### src/rtl/response_tx_pkg.sv
// Shared definitions for the response UART transmit path.
// Holds the transmitter FSM state type, the UART line levels and the
// helper that derives clocks-per-bit from clock frequency and baud rate.
// Optional feature macro: RESPONSE_UART_TX_PARITY_EN (adds the PARITY state).
package response_tx_pkg;

    typedef enum logic [2:0] {
        IDLE,
        START,
        DATA,
`ifdef RESPONSE_UART_TX_PARITY_EN
        PARITY,
`endif
        STOP
    } tx_state_t;

    localparam logic UART_IDLE_LEVEL  = 1'b1;
    localparam logic UART_START_LEVEL = 1'b0;
    localparam logic UART_STOP_LEVEL  = 1'b1;

    // Integer division; no fractional baud correction is applied.
    function automatic int unsigned clks_per_bit(input int unsigned clock_freq,
                                                 input int unsigned baud_rate);
        return clock_freq / baud_rate;
    endfunction

endpackage

### src/rtl/uart_tx_core.sv
// UART transmit engine: FSM, baud counter, bit counter and shift register.
// Frames are 8N1, or 8E1 when RESPONSE_UART_TX_PARITY_EN is defined.
// Ports:
//   clock        in   system clock, rising edge
//   reset_n      in   synchronous active-low reset
//   load         in   take data into the shift register (only honoured when ready)
//   data         in   byte to transmit
//   ready        out  engine is in IDLE and will accept a load this cycle
//   active_next  out  engine will be outside IDLE on the next cycle
//   tx           out  registered serial line, idle high
module uart_tx_core
    import response_tx_pkg::*;
#(
    parameter int unsigned CLKS_PER_BIT = 10
) (
    input  logic       clock,
    input  logic       reset_n,
    input  logic       load,
    input  logic [7:0] data,
    output logic       ready,
    output logic       active_next,
    output logic       tx
);

    localparam int unsigned CNT_W = $clog2(CLKS_PER_BIT);
    localparam logic [CNT_W-1:0] BAUD_LAST = CNT_W'(CLKS_PER_BIT - 1);

    tx_state_t        state;
    logic [CNT_W-1:0] baud_cnt;
    logic [2:0]       bit_cnt;
    logic [7:0]       shift;
    logic             baud_done;
`ifdef RESPONSE_UART_TX_PARITY_EN
    logic             parity;
`endif

    assign baud_done = (baud_cnt == BAUD_LAST);
    assign ready     = (state == IDLE);
    // Lets the top register busy alongside the state it summarises.
    assign active_next = (state == IDLE) ? load : !((state == STOP) && baud_done);

    always_ff @(posedge clock) begin
        if (!reset_n) begin
            state    <= IDLE;
            baud_cnt <= '0;
            bit_cnt  <= '0;
            shift    <= '0;
            tx       <= UART_IDLE_LEVEL;
`ifdef RESPONSE_UART_TX_PARITY_EN
            parity   <= 1'b0;
`endif
        end else begin
            case (state)
                IDLE: begin
                    baud_cnt <= '0;
                    bit_cnt  <= '0;
                    tx       <= UART_IDLE_LEVEL;
                    if (load) begin
                        shift <= data;
`ifdef RESPONSE_UART_TX_PARITY_EN
                        parity <= ^data;
`endif
                        tx    <= UART_START_LEVEL;
                        state <= START;
                    end
                end
                START: begin
                    if (baud_done) begin
                        baud_cnt <= '0;
                        tx       <= shift[0];
                        state    <= DATA;
                    end else begin
                        baud_cnt <= baud_cnt + CNT_W'(1);
                    end
                end
                DATA: begin
                    if (baud_done) begin
                        baud_cnt <= '0;
                        if (bit_cnt == 3'd7) begin
                            bit_cnt <= '0;
`ifdef RESPONSE_UART_TX_PARITY_EN
                            tx    <= parity;
                            state <= PARITY;
`else
                            tx    <= UART_STOP_LEVEL;
                            state <= STOP;
`endif
                        end else begin
                            // tx is registered, so present the next bit while shifting.
                            bit_cnt <= bit_cnt + 3'd1;
                            shift   <= shift >> 1;
                            tx      <= shift[1];
                        end
                    end else begin
                        baud_cnt <= baud_cnt + CNT_W'(1);
                    end
                end
`ifdef RESPONSE_UART_TX_PARITY_EN
                PARITY: begin
                    if (baud_done) begin
                        baud_cnt <= '0;
                        tx       <= UART_STOP_LEVEL;
                        state    <= STOP;
                    end else begin
                        baud_cnt <= baud_cnt + CNT_W'(1);
                    end
                end
`endif
                STOP: begin
                    tx <= UART_STOP_LEVEL;
                    if (baud_done) begin
                        baud_cnt <= '0;
                        state    <= IDLE;
                    end else begin
                        baud_cnt <= baud_cnt + CNT_W'(1);
                    end
                end
                default: begin
                    baud_cnt <= '0;
                    bit_cnt  <= '0;
                    tx       <= UART_IDLE_LEVEL;
                    state    <= IDLE;
                end
            endcase
        end
    end

endmodule

### src/rtl/response_uart_tx.sv
// Response UART transmitter: buffers the response byte stream in a small
// FIFO and serialises it on the UART TX line (8N1, or 8E1 when the macro
// RESPONSE_UART_TX_PARITY_EN is defined).
// Ports:
//   clock       in   system clock, rising edge
//   reset_n     in   synchronous active-low reset
//   byte_valid  in   one-cycle strobe qualifying byte_in
//   byte_in     in   response byte to transmit
//   tx          out  UART serial output, idle high
//   busy        out  FIFO non-empty or frame in flight (registered)
//   fifo_level  out  bytes currently buffered
//   overflow    out  sticky: a byte was dropped because the FIFO was full
module response_uart_tx
    import response_tx_pkg::*;
#(
    parameter int unsigned CLOCK_FREQ = 50_000_000,
    parameter int unsigned BAUD_RATE  = 9_600,
    parameter int unsigned FIFO_DEPTH = 4
) (
    input  logic                          clock,
    input  logic                          reset_n,
    input  logic                          byte_valid,
    input  logic [7:0]                    byte_in,
    output logic                          tx,
    output logic                          busy,
    output logic [$clog2(FIFO_DEPTH):0]   fifo_level,
    output logic                          overflow
);

    localparam int unsigned CLKS_PER_BIT = clks_per_bit(CLOCK_FREQ, BAUD_RATE);
    localparam int unsigned AW = $clog2(FIFO_DEPTH);
    localparam int unsigned LW = AW + 1;

    logic [7:0]    mem [FIFO_DEPTH];
    logic [AW-1:0] wr_ptr;
    logic [AW-1:0] rd_ptr;
    logic [LW-1:0] level_next;
    logic          push;
    logic          pop;
    logic          core_ready;
    logic          core_active_next;

    // Full is judged on the registered level, so a same-cycle pop cannot rescue a push.
    assign push = byte_valid && (fifo_level != LW'(FIFO_DEPTH));
    assign pop  = core_ready && (fifo_level != '0);

    always_comb begin
        level_next = fifo_level;
        if (push && !pop) begin
            level_next = fifo_level + LW'(1);
        end else if (pop && !push) begin
            level_next = fifo_level - LW'(1);
        end
    end

    always_ff @(posedge clock) begin
        if (push) begin
            mem[wr_ptr] <= byte_in;
        end
    end

    always_ff @(posedge clock) begin
        if (!reset_n) begin
            wr_ptr     <= '0;
            rd_ptr     <= '0;
            fifo_level <= '0;
            overflow   <= 1'b0;
            busy       <= 1'b0;
        end else begin
            if (push) begin
                wr_ptr <= wr_ptr + AW'(1);
            end
            if (pop) begin
                rd_ptr <= rd_ptr + AW'(1);
            end
            if (byte_valid && !push) begin
                overflow <= 1'b1;
            end
            fifo_level <= level_next;
            busy       <= core_active_next || (level_next != '0);
        end
    end

    uart_tx_core #(
        .CLKS_PER_BIT(CLKS_PER_BIT)
    ) u_core (
        .clock       (clock),
        .reset_n     (reset_n),
        .load        (pop),
        .data        (mem[rd_ptr]),
        .ready       (core_ready),
        .active_next (core_active_next),
        .tx          (tx)
    );

endmodule

### config.mk
export PLATFORM = sky130hd
export DESIGN_NAME = response_uart_tx
export DESIGN_NICKNAME = d
export VERILOG_FILES = /design/src/rtl/response_tx_pkg.sv /design/src/rtl/uart_tx_core.sv /design/src/rtl/response_uart_tx.sv
export SDC_FILE = /design/constraint.sdc
export NUM_CORES = 1
export LEC_CHECK = 0
export ABC_AREA = 1
export ABC_CLOCK_PERIOD_IN_PS = 2300
export CAP_MARGIN = 10
export CELL_PAD_IN_SITES_DETAIL_PLACEMENT = 1
export CELL_PAD_IN_SITES_GLOBAL_PLACEMENT = 2
export CORE_AREA = 2 2 94 96
export DETAILED_ROUTE_END_ITERATION = 16
export DIE_AREA = 0 0 96 98
export DONT_BUFFER_PORTS = 1
export PLACE_DENSITY = 0.88
export SYNTH_ARGS = -nofsm -noshare
export SYNTH_HDL_FRONTEND = slang
export SYNTH_SLANG_ARGS = --single-unit
export TNS_END_PERCENT = 50
### constraint.sdc
create_clock -name clock -period 2.3 [get_ports clock]
set_input_delay 0.345 -clock clock [delete_from_list [all_inputs] [get_ports clock]]
set_output_delay 0.345 -clock clock [all_outputs]
set_load 0.005 [all_outputs]
======== Word-level counts from Yosys, hierarchy flattened ========
Memory sizes are Yosys's and may differ from the RTL's. A register that Yosys moved wholly into a read port is not among the register bits.
Cells that the tools add are included.
word-level totals
  bits of input ports ..................... 11
  output and inout bits ................... 6
  register bits ........................... 37
  memories ................................ 1
  bits in writable memories ............... 32
  logic and storage cells ................. 78
operators by class
  reductions and logical operators ........ 21
  add/subtract/negate cells ............... 6
  muxes and demuxes ....................... 25
  bitwise gates (word level) .............. 3
  eq/ne operators ......................... 12
memory list
  memory  depth  width  read ports  clocked after Yosys merged registers in  write ports  line                    source
  mem     4      8      1           1                                        1            response_uart_tx.sv:34  logic [7:0] mem [FIFO_DEPTH];
operator list
  operator                                        count
  two-way mux 3 bit                               9
  two-way mux 8 bit                               3
  one-hot mux 8 bit (2 select lines)              1
  adder 13 x 1 -> 13 bit (second input constant)  1
  == test 13 bit (second input constant)          1
  one-hot mux 3 bit (4 select lines)              1
  != test 2 x 1 -> 1 bit (second input constant)  4
  two-way mux 1 bit                               7
  adder 3 x 1 -> 3 bit (second input constant)    2
  == test 3 x 2 -> 1 bit (second input constant)  2
  logical AND 1 bit                               6
  one-hot mux 3 bit (2 select lines)              1
  nonzero test 3 bit                              2
  OR reduction 3 bit                              2
  AND reduction 5 bit                             1
  adder 2 x 1 -> 2 bit (second input constant)    2
  two-way mux 2 bit                               2
  != test 2 bit (second input constant)           2
  AND reduction 2 bit                             2
  AND reduction 4 bit                             1
  == test 3 x 1 -> 1 bit (second input constant)  1
  == test 3 bit (second input constant)           1
  logical NOT 1 bit                               3
  logical NOT 3 bit                               1
  other kinds (7)                                 9

======== Longest topological paths before layout ========
Gate-level depths: netlist (run 1).
  word-level depth ........................ 8
  depth in mapped cells ................... 11
  depth with buffers taken out ............ 11

======== Hierarchy ========
From an unflattened synthesis (run 1), not the netlist that was laid out.
unflattened totals
  cells, all modules ...................... 358
  area, all modules ....................... 3210.6 µm²
by module, submodules not included
  module            cells each  sequential area each (µm²)  area each (µm²)  times used
  response_uart_tx  154         1181.1                      1767.9           1
  uart_tx_core      204         540.5                       1442.6           1

======== Least setup slack after synthesis (run 1) ========
No wires, ideal clock.
  path type ............................... flip-flop to flip-flop
  start ................................... register fifo_level[0]
  end ..................................... memory mem[0][0] (enable)
  buffers on the path ..................... 0
  required time ........................... 1.929 ns
  data arrival time ....................... 1.312 ns
  setup time .............................. 0.371 ns
  setup slack ............................. 0.618 ns
  period minus slack after synthesis ...... 1.682 ns
  cell stages (with the launch flop) ...... 6
  path through ............................ dfxtp_1 inv_1 ha_1 nand2_1 nand2_1 nor2_1
on the way
  word-level cells in the longest chain between the ends .. 4
ends and longest elaborated chain
  element                                  line                    source
  from (decl)                              response_uart_tx.sv:26  output logic [$clog2(FIFO_DEPTH):0] fifo_level,
  from (signal assigned)                   response_uart_tx.sv:79  fifo_level <= level_next;
  != test 3 bit                            response_uart_tx.sv:44  assign push = byte_valid && (fifo_level != LW'(FIFO_DEPTH));
  logical AND 1 bit                        response_uart_tx.sv:44
  two-way mux 1 bit                        response_uart_tx.sv:57  if (push) begin
  two-way mux 1 bit (not written as such)  response_uart_tx.sv:58  mem[wr_ptr] <= byte_in;
  to (decl)                                response_uart_tx.sv:34
No other way between the ends.

======== Worst setup path in the final report (run 1) ========
  start ................................... register u_core.state[0]
  end ..................................... register u_core.shift[3]
on the way
  word-level cells in the longest chain between the ends .. 4
  elaborated cells between the ends (all ways) .. 9
  classes of those cells .................. eq/ne (4); mux (1); reduce/logical (4)
ends and longest elaborated chain
  element                        line                                    source
  from (decl)                    uart_tx_core.sv:28                      tx_state_t state;
  from (signal assigned)         uart_tx_core.sv:44                      state <= IDLE;
  from (signal assigned)         uart_tx_core.sv:64                      state <= START;
  from (signal assigned)         uart_tx_core.sv:71                      state <= DATA;
  logical NOT 3 bit              uart_tx_core.sv:38, uart_tx_core.sv:53
  logical AND 1 bit              response_uart_tx.sv:45                  assign pop = core_ready && (fifo_level != '0);
  != test 2 bit (no line)        n/a
  AND reduction 4 bit (no line)  n/a
  to (signal assigned)           uart_tx_core.sv:59                      shift <= data;
  to (signal assigned)           uart_tx_core.sv:91                      shift <= shift >> 1;
  to (decl)                      uart_tx_core.sv:31                      logic [7:0] shift;
Parallel ways exist; a longest one is shown, timed or not.
A chain may end at the register's enable or synchronous reset.

==> reports/summary.txt, run 1 <==
Status = completed
Inserted Diodes = 0
WP data required = 2590 ps
Gr usage total = 16.6%
Minimum clock period = 1840 ps
Avg Inst Size Synth = 8.65 um2
Area of the die = 0.00941 mm2
Post-synth top area cell = edfxtp_1
Post-route DRC = 0
Post-CTS setup buffers = 0
CTS max path bufs = 2
Reg-to-reg slack, setup = 460 ps
Hold slack = 81.4 ps
Syn_nets = 398
Reg power frac = 40.0%
Largest net degree at the start of global routing = 17
FILL cells = 1029
Hpwl dp = 5060 um
Root Buffer Master = clkbuf_8
Crit start category = flip-flop
DR vias/cell = 4.93
Vias in the first global route = 2603
Finished Core Util = 41.9%
Most frequent cells in the layout = nand2_1, nor2_1, dfxtp_1
Period utilisation layout = 80.1%
Fin. max-slew vios = 0
Power Total = 4.15 mW
Ratio of cells with drive above 1 in the final layout = 10.3%
Clock Pin Slew Worst Setup and Hold Paths = 90 ps
First-pass GRT wire length = 12100 um
Post-route setup TNS = 0 ps
Switching part of the total = 40.9%
Area grow syn2layout = 10.3%
Critical path peak fanout = 15
Comb pwr share = 36.2%
Worst path max stage delay = 370 ps
Skew-Pair Late Insertion Delay = 350 ps
Critical setup path kind = flip-flop to flip-flop
Peak supply drop = 0.446 mV
Min-delay worst type = input pin to flip-flop
Cell Int Power = 2.45 mW
Per-cell routed wire length = 14.2 um
Slew Limit Headroom = 65.3%
Unrepaired setup endpoints after global routing = no
HP Start = byte_in[6]
Core Footprint = 0.00847 mm2
Final setup fails = 0
Final Worst Setup Slack = 457 ps
Critical Path AT = 2130 ps
Num rows = 34
TritonCTS clock tree = yes
GP Congestion = 0.830
Worst slew pin tran = 520 ps
Area contributors post-synth = edfxtp_1, dfxtp_1, nand2_1, nor2_1, ha_1
LEAKAGE = 1.46 nW
Netlist Area Pre-Place = 0.00322 mm2
Port bufs = 0
CP cell instances = inv_1, ha_1, inv_2, nor2_4, inv_2, o21ai_2, nand3_4, nand2_1, nand2_1, nor2_1
Psw = 1.70 mW
Final hold vios = 0
Max Clock Skew = 9.26 ps
Clock power share = 23.8%
Die X = 96 um
I/O Pins = 17
Top delay family on crit path = simple AND/OR/NAND/NOR gates
Synth Instances = 372
Hold buffers post-CTS = 0
CTS H-tree lvls = 3
Fin nets = 408
Highest clock rate = 542 MHz
Starting DRT DRC Count = 70
Num CTS Buffers = 9
Dpl ws = 438 ps
CTS resizes = 0
Warnings, synthesis = 0
Initial antenna violation count = 0
Final ANT Viol Nets = 0
FF+latch count, synth = 70
Commonest non-fill, non-tap cell in the layout = nand2_1
DIE HEIGHT = 98 um
Crit path from = u_core.state[0]$_SDFFE_PN0P_
CP endpoint kind = flip-flop
WL final = 7040 um
FF-to-FF Start = u_core.state[0]$_SDFFE_PN0P_
Distinct cells, synth = 31
Via count = 2439
Post-synthesis sequential area ratio = 53.5%
Cell Pwr Density = 1170 mW/mm2
Sink Count = 70
Share of the synthesized area in the top cell type = 29.9%
Max Cap Violations = 0
CP max-delay cell = ha_1
Global route overflow = 0
Detailed-router iteration count before antenna repair = 4
Initial core utilization = 38.0%
Buf/Inv on CP = 3
==> per-stage QoR <==
step	instance area, um2	cells
2_1_floorplan	3220	372
3_3_place_gp	3360	479
3_5_place_dp	3360	479
4_1_cts	3550	495
5_1_grt	3550	495
6_report	3550	495
==> path summary, 6_finish.rpt <==
path | endpoint | cells past startpoint
max | u_core.shift[3]$_SDFFE_PN0P_ | 10
max reg2reg | u_core.shift[3]$_SDFFE_PN0P_ | 10
min | mem[3][6]$_DFFE_PP_ | 0
min reg2reg | u_core.baud_cnt[0]$_SDFF_PP0_ | 1
==> state kept, by name (all words and copies together), names as in the netlist, named ones only <==
signal and count:
overflow 1, u_core.bit_cnt 3, u_core.shift 8, fifo_level 3, u_core.tx 1, rd_ptr 2
u_core.baud_cnt 13, busy 1, wr_ptr 2, mem 32, u_core.state 2
==> per-layer routing <==
metal	GRT usage [%]	part of all wire [%]	vias to the layer above	wire, um
met5	0	0	-	0
met3	5.09	3.7	15	261
met4	6.15	1.9	0	136
met1	20.5	47	1158	3300
li1	-	-	1239	-
met2	27.2	48	27	3350
==> Yosys cell counts <==
master / count
a31oi_1: 2
o22ai_1: 6
nand2_1: 71
edfxtp_1: 32
or2_2: 1
nor2_4: 1
nor3_1: 6
nand2_2: 4
inv_2: 6
xor2_1: 3
nor3_2: 1
nor2_2: 2
xnor2_1: 1
o21ai_0: 24
clkinv_1: 2
a21oi_1: 19
dfxtp_1: 38
nand4_1: 2
nand3_1: 23
inv_1: 37
clkbuf_1: 2
o21a_1: 2
nand3_2: 1
nand3_4: 2
o21ai_2: 1
buf_6: 1
ha_1: 15
nor3b_1: 1
o21bai_1: 1
buf_2: 3
nor2_1: 62
==> power by group through the flow <==
stage / Combinational, mW / Sequential, mW / Clock (mW)
floorplan: 1.18 / 1.65 / 0
global placement: 1.45 / 1.68 / 0
detailed placement: 1.51 / 1.69 / 0
CTS: 1.53 / 1.66 / 1.02
global route: 1.75 / 1.69 / 1.07
finish: 1.50 / 1.66 / 0.988
==> final cells by class <==
cell class                 count  area (um2)  share of cell area, %
clock buffer                   9         124                   3.49
clock inverter                 7        70.1                   1.97
inverter                      45         169                   4.76
multi-input combinational    251        1290                   36.4
sequential                    70        1720                   48.5
tap                          108         135                   3.81
timing repair buffer           5        37.5                   1.06
==> cell families after synthesis <==
group / count (synthesis) / synth area share (%)
AO/OA/AOI/OAI: 55 / 9.21
XOR/XNOR: 4 / 1.09
adder cells (fa/ha/maj): 15 / 5.83
buffers and inverters: 51 / 6.30
flip-flops: 70 / 53.5
AND/OR/NAND/NOR: 177 / 24.1
No activity file was read; power rests on OpenSTA's default activity.
==> run 2: changes to the inputs <==
--- a/config.mk
+++ b/config.mk
@@ -6,7 +6,7 @@
 export NUM_CORES = 1
 export LEC_CHECK = 0
 export ABC_AREA = 1
-export ABC_CLOCK_PERIOD_IN_PS = 2300
+export ABC_CLOCK_PERIOD_IN_PS = 1800
 export CAP_MARGIN = 10
 export CELL_PAD_IN_SITES_DETAIL_PLACEMENT = 1
 export CELL_PAD_IN_SITES_GLOBAL_PLACEMENT = 2
==> constraint.sdc (replaced) <==
create_clock -name clock -period 1.8 [get_ports clock]
set_input_delay 0.27 -clock clock [delete_from_list [all_inputs] [get_ports clock]]
set_output_delay 0.27 -clock clock [all_outputs]
set_load 0.005 [all_outputs]
==> run 2 against run 1 <==
Combinational power increased by 39%. Non-clock buffer count rose by 15. Global-route usage increased by 0.76 points. Final area grew 5.8%. Power is 36% higher. Clock skew is 1.5 ps lower. Utilization is 2.4 points higher. Critical path type unchanged. Sequential share of layout area down 2.7 points.
==> reports/summary.txt, run 2 (synthesis results as in run 1) <==
Status = completed (unchanged)
Critical setup path kind = flip-flop to flip-flop (unchanged)
Crit start category = flip-flop (unchanged)
Peak supply drop = 0.645 mV (was 0.446 mV)
Reg power frac = 37.4% (was 40.0%)
TritonCTS clock tree = yes (unchanged)
Slew Limit Headroom = 67.4% (was 65.3%)
Final setup fails = 0 (unchanged)
Area grow syn2layout = 16.8% (was 10.3%)
Reg-to-reg slack, setup = 180 ps (was 460 ps)
CP endpoint kind = flip-flop (unchanged)
Global route overflow = 0 (unchanged)
Max Clock Skew = 7.74 ps (was 9.26 ps)
Comb pwr share = 37.1% (was 36.2%)
Cell Pwr Density = 1500 mW/mm2 (was 1170 mW/mm2)
First-pass GRT wire length = 12700 um (was 12100 um)
Design area = 0.00376 mm2 (was 0.00355 mm2)
Period utilisation layout = 90.2% (was 80.1%)
Initial antenna violation count = 0 (unchanged)
Via count = 2512 (was 2439)
Gr usage total = 17.4% (was 16.6%)
Num CTS Buffers = 9 (unchanged)
Critical Path AT = 1870 ps (was 2130 ps)
GP Congestion = 0.838 (was 0.830)
Finished Core Util = 44.4% (was 41.9%)
I/O Pins = 17 (unchanged)
Seq. cell area = 0.00172 mm2 (unchanged)
CP cell instances = ha_1, nand2_1, nor2_1, nand3_4, nand2_2, nand2_1, clkinv_1, nand3_1, nand2_1, nor2_1 (was inv_1, ha_1, inv_2, nor2_4, inv_2, o21ai_2, nand3_4, nand2_1, nand2_1, nor2_1)
Hpwl dp = 5190 um (was 5060 um)
Critical path peak fanout = 6 (was 15)
Die X = 96 um (unchanged)
Psw = 2.15 mW (was 1.70 mW)
Buf/Inv on CP = 1 (was 3)
Commonest non-fill, non-tap cell in the layout = nand2_1 (unchanged)
Unrepaired setup endpoints after global routing = yes (was no)
Final hold vios = 0 (unchanged)
Min-delay worst type = input pin to flip-flop (unchanged)
Post-route setup TNS = 0 ps (unchanged)
Detailed-router iteration count before antenna repair = 4 (unchanged)
Most common cell on crit path = nand2_1
Power Total = 5.65 mW (was 4.15 mW)
Max Cap Violations = 0 (unchanged)
Fin nets = 423 (was 408)
DR vias/cell = 4.93 (about the same)
Starting DRT DRC Count = 66 (was 70)
Ratio of cells with drive above 1 in the final layout = 12.4% (was 10.3%)
Num rows = 34 (unchanged)
Clock power share = 25.5% (was 23.8%)
Multi-input logic area = 0.00133 mm2 (was 0.00129 mm2)
CP max-delay cell = dfxtp_1 (was ha_1)
Largest Register = mem (unchanged)
Switching part of the total = 38.1% (was 40.9%)
Placed cell areas = 0.00339 mm2 (was 0.00336 mm2)
CTS max path bufs = 2 (unchanged)
Minimum clock period = 1620 ps (was 1840 ps)
CTS H-tree lvls = 3 (unchanged)
Vias in the first global route = 2777 (was 2603)
Worst slew pin tran = 488 ps (was 520 ps)
Hold slack = 20.1 ps (was 81.4 ps)
Max FFs per register = 32 (unchanged)
Sink Count = 70 (unchanged)
Final ANT Viol Nets = 0 (unchanged)
Regs by FF count = mem x32, u_core.baud_cnt x13, u_core.shift x8 (unchanged)
WP data required = 2050 ps (was 2590 ps)
Cell Int Power = 3.50 mW (was 2.45 mW)
LEAKAGE = 1.56 nW (was 1.46 nW)
Root Buffer Master = clkbuf_8 (unchanged)
Post-CTS setup buffers = 0 (unchanged)
Largest net degree at the start of global routing = 17 (unchanged)
Inserted Diodes = 0 (unchanged)
Highest clock rate = 616 MHz (was 542 MHz)
WL final = 7330 um (was 7040 um)
Worst path max stage delay = 360 ps (was 370 ps)
Per-cell routed wire length = 14.4 um (was 14.2 um)
Port bufs = 0 (unchanged)
Area of the die = 0.00941 mm2 (unchanged)
Skew-Pair Late Insertion Delay = 350 ps (about the same)
FILL cells = 992 (was 1029)
Post-route DRC = 0 (unchanged)
Core Footprint = 0.00847 mm2 (unchanged)
Top delay family on crit path = simple AND/OR/NAND/NOR gates (unchanged)
DIE HEIGHT = 98 um (unchanged)
Fin. max-slew vios = 0 (unchanged)
Most frequent cells in the layout = nand2_1, nor2_1, dfxtp_1 (unchanged)
Initial core utilization = 38.0% (unchanged)
Clock Pin Slew Worst Setup and Hold Paths = 80 ps (was 90 ps)
run 2: what timing repair did:
item | 4_1_cts | 5_1_grt
hold buffers | 10 | 0
endpoints found under the hold margin | 32 | 0
resized for setup | 0 | 9
endpoints found under the setup margin | 0 | 13
run 2: cell type report:
cell class                      count  area share (%)
Clock buffer                        9            3.30
Clock inverter                      7            2.76
Inverter                           45            4.50
Multi-Input combinational cell    251            35.4
Sequential cell                    70            45.8
Tap cell                          108            3.60
Timing Repair Buffer               20            4.66
run 2: metal layers:
metal | share of wire (%) | GRT usage, %
met1 | 46 | 22.1
met2 | 49 | 28.2
met3 | 2.6 | 4.17
met4 | 2.4 | 7.03
met5 | 0 | 0
run 2: final timing paths:
path | start | to | depth (start not counted)
max | u_core.baud_cnt[0]$_SDFF_PP0_ | u_core.state[0]$_SDFFE_PN0P_ | 10
min | reset_n | fifo_level[2]$_SDFF_PN0_ | 2
max reg2reg | u_core.baud_cnt[0]$_SDFF_PP0_ | u_core.state[0]$_SDFFE_PN0P_ | 10
min reg2reg | u_core.baud_cnt[0]$_SDFF_PP0_ | u_core.baud_cnt[0]$_SDFF_PP0_ | 1
run 2: per-stage QoR:
step,instances,worst slack (ps)
after floorplan,372,118
after global placement,484,186
final,510,177
after global routing,510,-8.18
after detailed placement,484,59.2
after CTS,510,37.9
run 2: power by group through the flow:
stage | combinational [mW] | clock, mW | sequential (mW)
4_1_cts | 2.06 | 1.48 | 2.12
5_1_grt | 2.46 | 1.54 | 2.14
3_3_place_gp | 1.94 | 0 | 2.14
3_5_place_dp | 2.01 | 0 | 2.15
2_1_floorplan | 1.51 | 0 | 2.11
6_report | 2.09 | 1.44 | 2.11
==> run 3: changes to the inputs <==
--- a/config.mk
+++ b/config.mk
@@ -14,7 +14,7 @@
 export DETAILED_ROUTE_END_ITERATION = 16
 export DIE_AREA = 0 0 96 98
 export DONT_BUFFER_PORTS = 1
-export PLACE_DENSITY = 0.88
+export PLACE_DENSITY_LB_ADDON = 0.1
 export SYNTH_ARGS = -nofsm -noshare
 export SYNTH_HDL_FRONTEND = slang
 export SYNTH_SLANG_ARGS = --single-unit
==> run 3 against run 2 <==
Register-to-register slack worse by 30 ps. Non-clock buffer count up 5. Wire length down 2.7%. Global-route usage down 0.49 points. Clock skew up 4.0 ps.
==> reports/summary.txt, run 3 (synthesis results as in run 1) <==
Num CTS Buffers = 9 (unchanged)
Fin nets = 428 (was 423)
Post-route DRC = 0 (unchanged)
CP cell instances = inv_1, ha_1, a21oi_1, nand2_1, nand2_1, nand2_1, nand2_1, nand2_1, nor2_1, a21oi_1 (was ha_1, nand2_1, nor2_1, nand3_4, nand2_2, nand2_1, clkinv_1, nand3_1, nand2_1, nor2_1)
Area grow syn2layout = 16.9% (was 16.8%)
CTS max path bufs = 2 (unchanged)
DR vias/cell = 4.79 (was 4.93)
I/O Pins = 17 (unchanged)
Most common cell on crit path = nand2_1 (unchanged)
Most frequent cells in the layout = nand2_1, nor2_1, dfxtp_1 (unchanged)
Period utilisation layout = 92.0% (was 90.2%)
Largest Register = mem (unchanged)
Initial core utilization = 38.0% (unchanged)
Critical path peak fanout = 4 (was 6)
Unrepaired setup endpoints after global routing = yes (unchanged)
Core Footprint = 0.00847 mm2 (unchanged)
WP data required = 2030 ps (was 2050 ps)
Hpwl dp = 5130 um (was 5190 um)
Initial antenna violation count = 0 (unchanged)
Port bufs = 0 (unchanged)
CP max-delay cell = dfxtp_1 (unchanged)
DIE HEIGHT = 98 um (unchanged)
Minimum clock period = 1660 ps (was 1620 ps)
Vias in the first global route = 2518 (was 2777)
CTS H-tree lvls = 3 (unchanged)
Worst slew pin tran = 471 ps (was 488 ps)
Largest net degree at the start of global routing = 17 (unchanged)
Final setup fails = 0 (unchanged)
Min-delay worst type = input pin to flip-flop (unchanged)
Clock Pin Slew Worst Setup and Hold Paths = 80 ps (about the same)
Max Cap Violations = 0 (unchanged)
Per-cell routed wire length = 13.9 um (was 14.4 um)
Detailed-router iteration count before antenna repair = 4 (unchanged)
Post-CTS setup buffers = 0 (unchanged)
TritonCTS clock tree = yes (unchanged)
LEAKAGE = 1.56 nW (about the same)
Power Total = 5.56 mW (was 5.65 mW)
Peak supply drop = 0.617 mV (was 0.645 mV)
Design area = 0.00376 mm2 (about the same)
WHS Endpoint = fifo_level[2]$_SDFF_PN0_ (unchanged)
Root Buffer Master = clkbuf_8 (unchanged)
R2r worst-path depth = 10 (unchanged)
Placed cell areas = 0.00342 mm2 (was 0.00339 mm2)
Cell Pwr Density = 1480 mW/mm2 (was 1500 mW/mm2)
Max FFs per register = 32 (unchanged)
Critical setup path kind = flip-flop to flip-flop (unchanged)
Worst r2r dst = busy$_SDFF_PN0_ (was u_core.state[0]$_SDFFE_PN0P_)
WHS Path Cells = 2 (unchanged)
Status = completed (unchanged)
Starting DRT DRC Count = 98 (was 66)
Regs by FF count = mem x32, u_core.baud_cnt x13, u_core.shift x8 (unchanged)
Worst path max stage delay = 350 ps (was 360 ps)
Slew Limit Headroom = 68.5% (was 67.4%)
WL final = 7130 um (was 7330 um)
Final hold vios = 0 (unchanged)
Inserted Diodes = 0 (unchanged)
Area of the die = 0.00941 mm2 (unchanged)
Max Clock Skew = 11.7 ps (was 7.74 ps)
Num rows = 34 (unchanged)
Reg-to-reg slack, setup = 140 ps (was 180 ps)
Global route overflow = 0 (unchanged)
Ratio of cells with drive above 1 in the final layout = 12.8% (was 12.4%)
Sink Count = 70 (unchanged)
Die X = 96 um (unchanged)
Critical Path AT = 1890 ps (was 1870 ps)
Crit start category = flip-flop (unchanged)
CP endpoint kind = flip-flop (unchanged)
First-pass GRT wire length = 12000 um (was 12700 um)
Fin. max-slew vios = 0 (unchanged)
Skew-Pair Late Insertion Delay = 350 ps (about the same)
GP Congestion = 0.724 (was 0.838)
FF-to-FF Start = fifo_level[0]$_SDFF_PN0_ (was u_core.baud_cnt[0]$_SDFF_PP0_)
Commonest non-fill, non-tap cell in the layout = nand2_1 (unchanged)
Gr usage total = 16.9% (was 17.4%)
Via count = 2466 (was 2512)
Final ANT Viol Nets = 0 (unchanged)
HP Start = reset_n (unchanged)
Highest clock rate = 604 MHz (was 616 MHz)
Finished Core Util = 44.4% (about the same)
run 3: changes by cell type in the layout (fill, tap and decap cells not counted), sizes merged:
cell / previous run / this run
bufinv: 2 / 1
clkinv: 4 / 3
buf: 10 / 13
inv: 46 / 47
clkinvlp: 0 / 1
dlygate4sd3: 10 / 12
run 3: metal layers:
layer,global-route usage (%),part of all wire [%]
met2,27.2,46
met4,7.36,2.5
met3,4.09,2.6
met5,0,0
met1,21.4,49
run 3: worst max path at each step:
| stage | endpoint | slack [ps] | start |
|---|---|---|---|
| final | busy$_SDFF_PN0_ | 140 | fifo_level[0]$_SDFF_PN0_ |
| after global routing | busy$_SDFF_PN0_ | -10 | fifo_level[0]$_SDFF_PN0_ |
| after CTS | u_core.state[1]$_SDFFE_PN0P_ | 70 | u_core.baud_cnt[0]$_SDFF_PP0_ |
| after global placement | u_core.shift[1]$_SDFFE_PN0P_ | 120 | u_core.baud_cnt[0]$_SDFF_PP0_ |
| after floorplan | mem[0][0]$_DFFE_PP_ | 120 | fifo_level[0]$_SDFF_PN0_ |
| after detailed placement | u_core.state[1]$_SDFFE_PN0P_ | 90 | u_core.baud_cnt[0]$_SDFF_PP0_ |
run 3: area by class of cell:
type	instances	area, um2
clock inverters	7	88.8
multi-input cells	251	1310
repair buffers	25	218
clock buffers	9	124
flip-flops and latches	70	1720
fillers	979	4700
inverters	45	169
well taps	108	135
run 3: critical path, delay by kind of cell (launching register included):
| kind | cells | cell delay, ps |
|---|---|---|
| simple gates | 6 | 530 |
| flops | 1 | 350 |
| compound gates | 2 | 330 |
| fa+ha+maj | 1 | 250 |
| buf+inv | 1 | 80 |
run 3: stage by stage:
step / TNS [ps] / cells / setup WS (ps) / hold slack (ps)
2_1_floorplan: 0 / 372 / 118 / 369
3_3_place_gp: 0 / 487 / 121 / 362
3_5_place_dp: 0 / 487 / 93.1 / 365
4_1_cts: 0 / 510 / 69.4 / 2.98
5_1_grt: -17.8 / 515 / -13.0 / 12.4
6_report: 0 / 515 / 144 / 30.6
run 3: timing repair:
item	CTS	global route
endpoints found under the setup margin	0	13
hold endpoints to repair	16	17
resized for setup	0	5
hold buffers	7	5
run 3: where the power goes:
group          switching [mW]  leakage (nW)  internal (mW)
Combinational            1.33         0.845          0.753
Sequential              0.163         0.605           1.94
Clock                   0.689         0.106          0.676
Total                    2.18          1.56           3.37
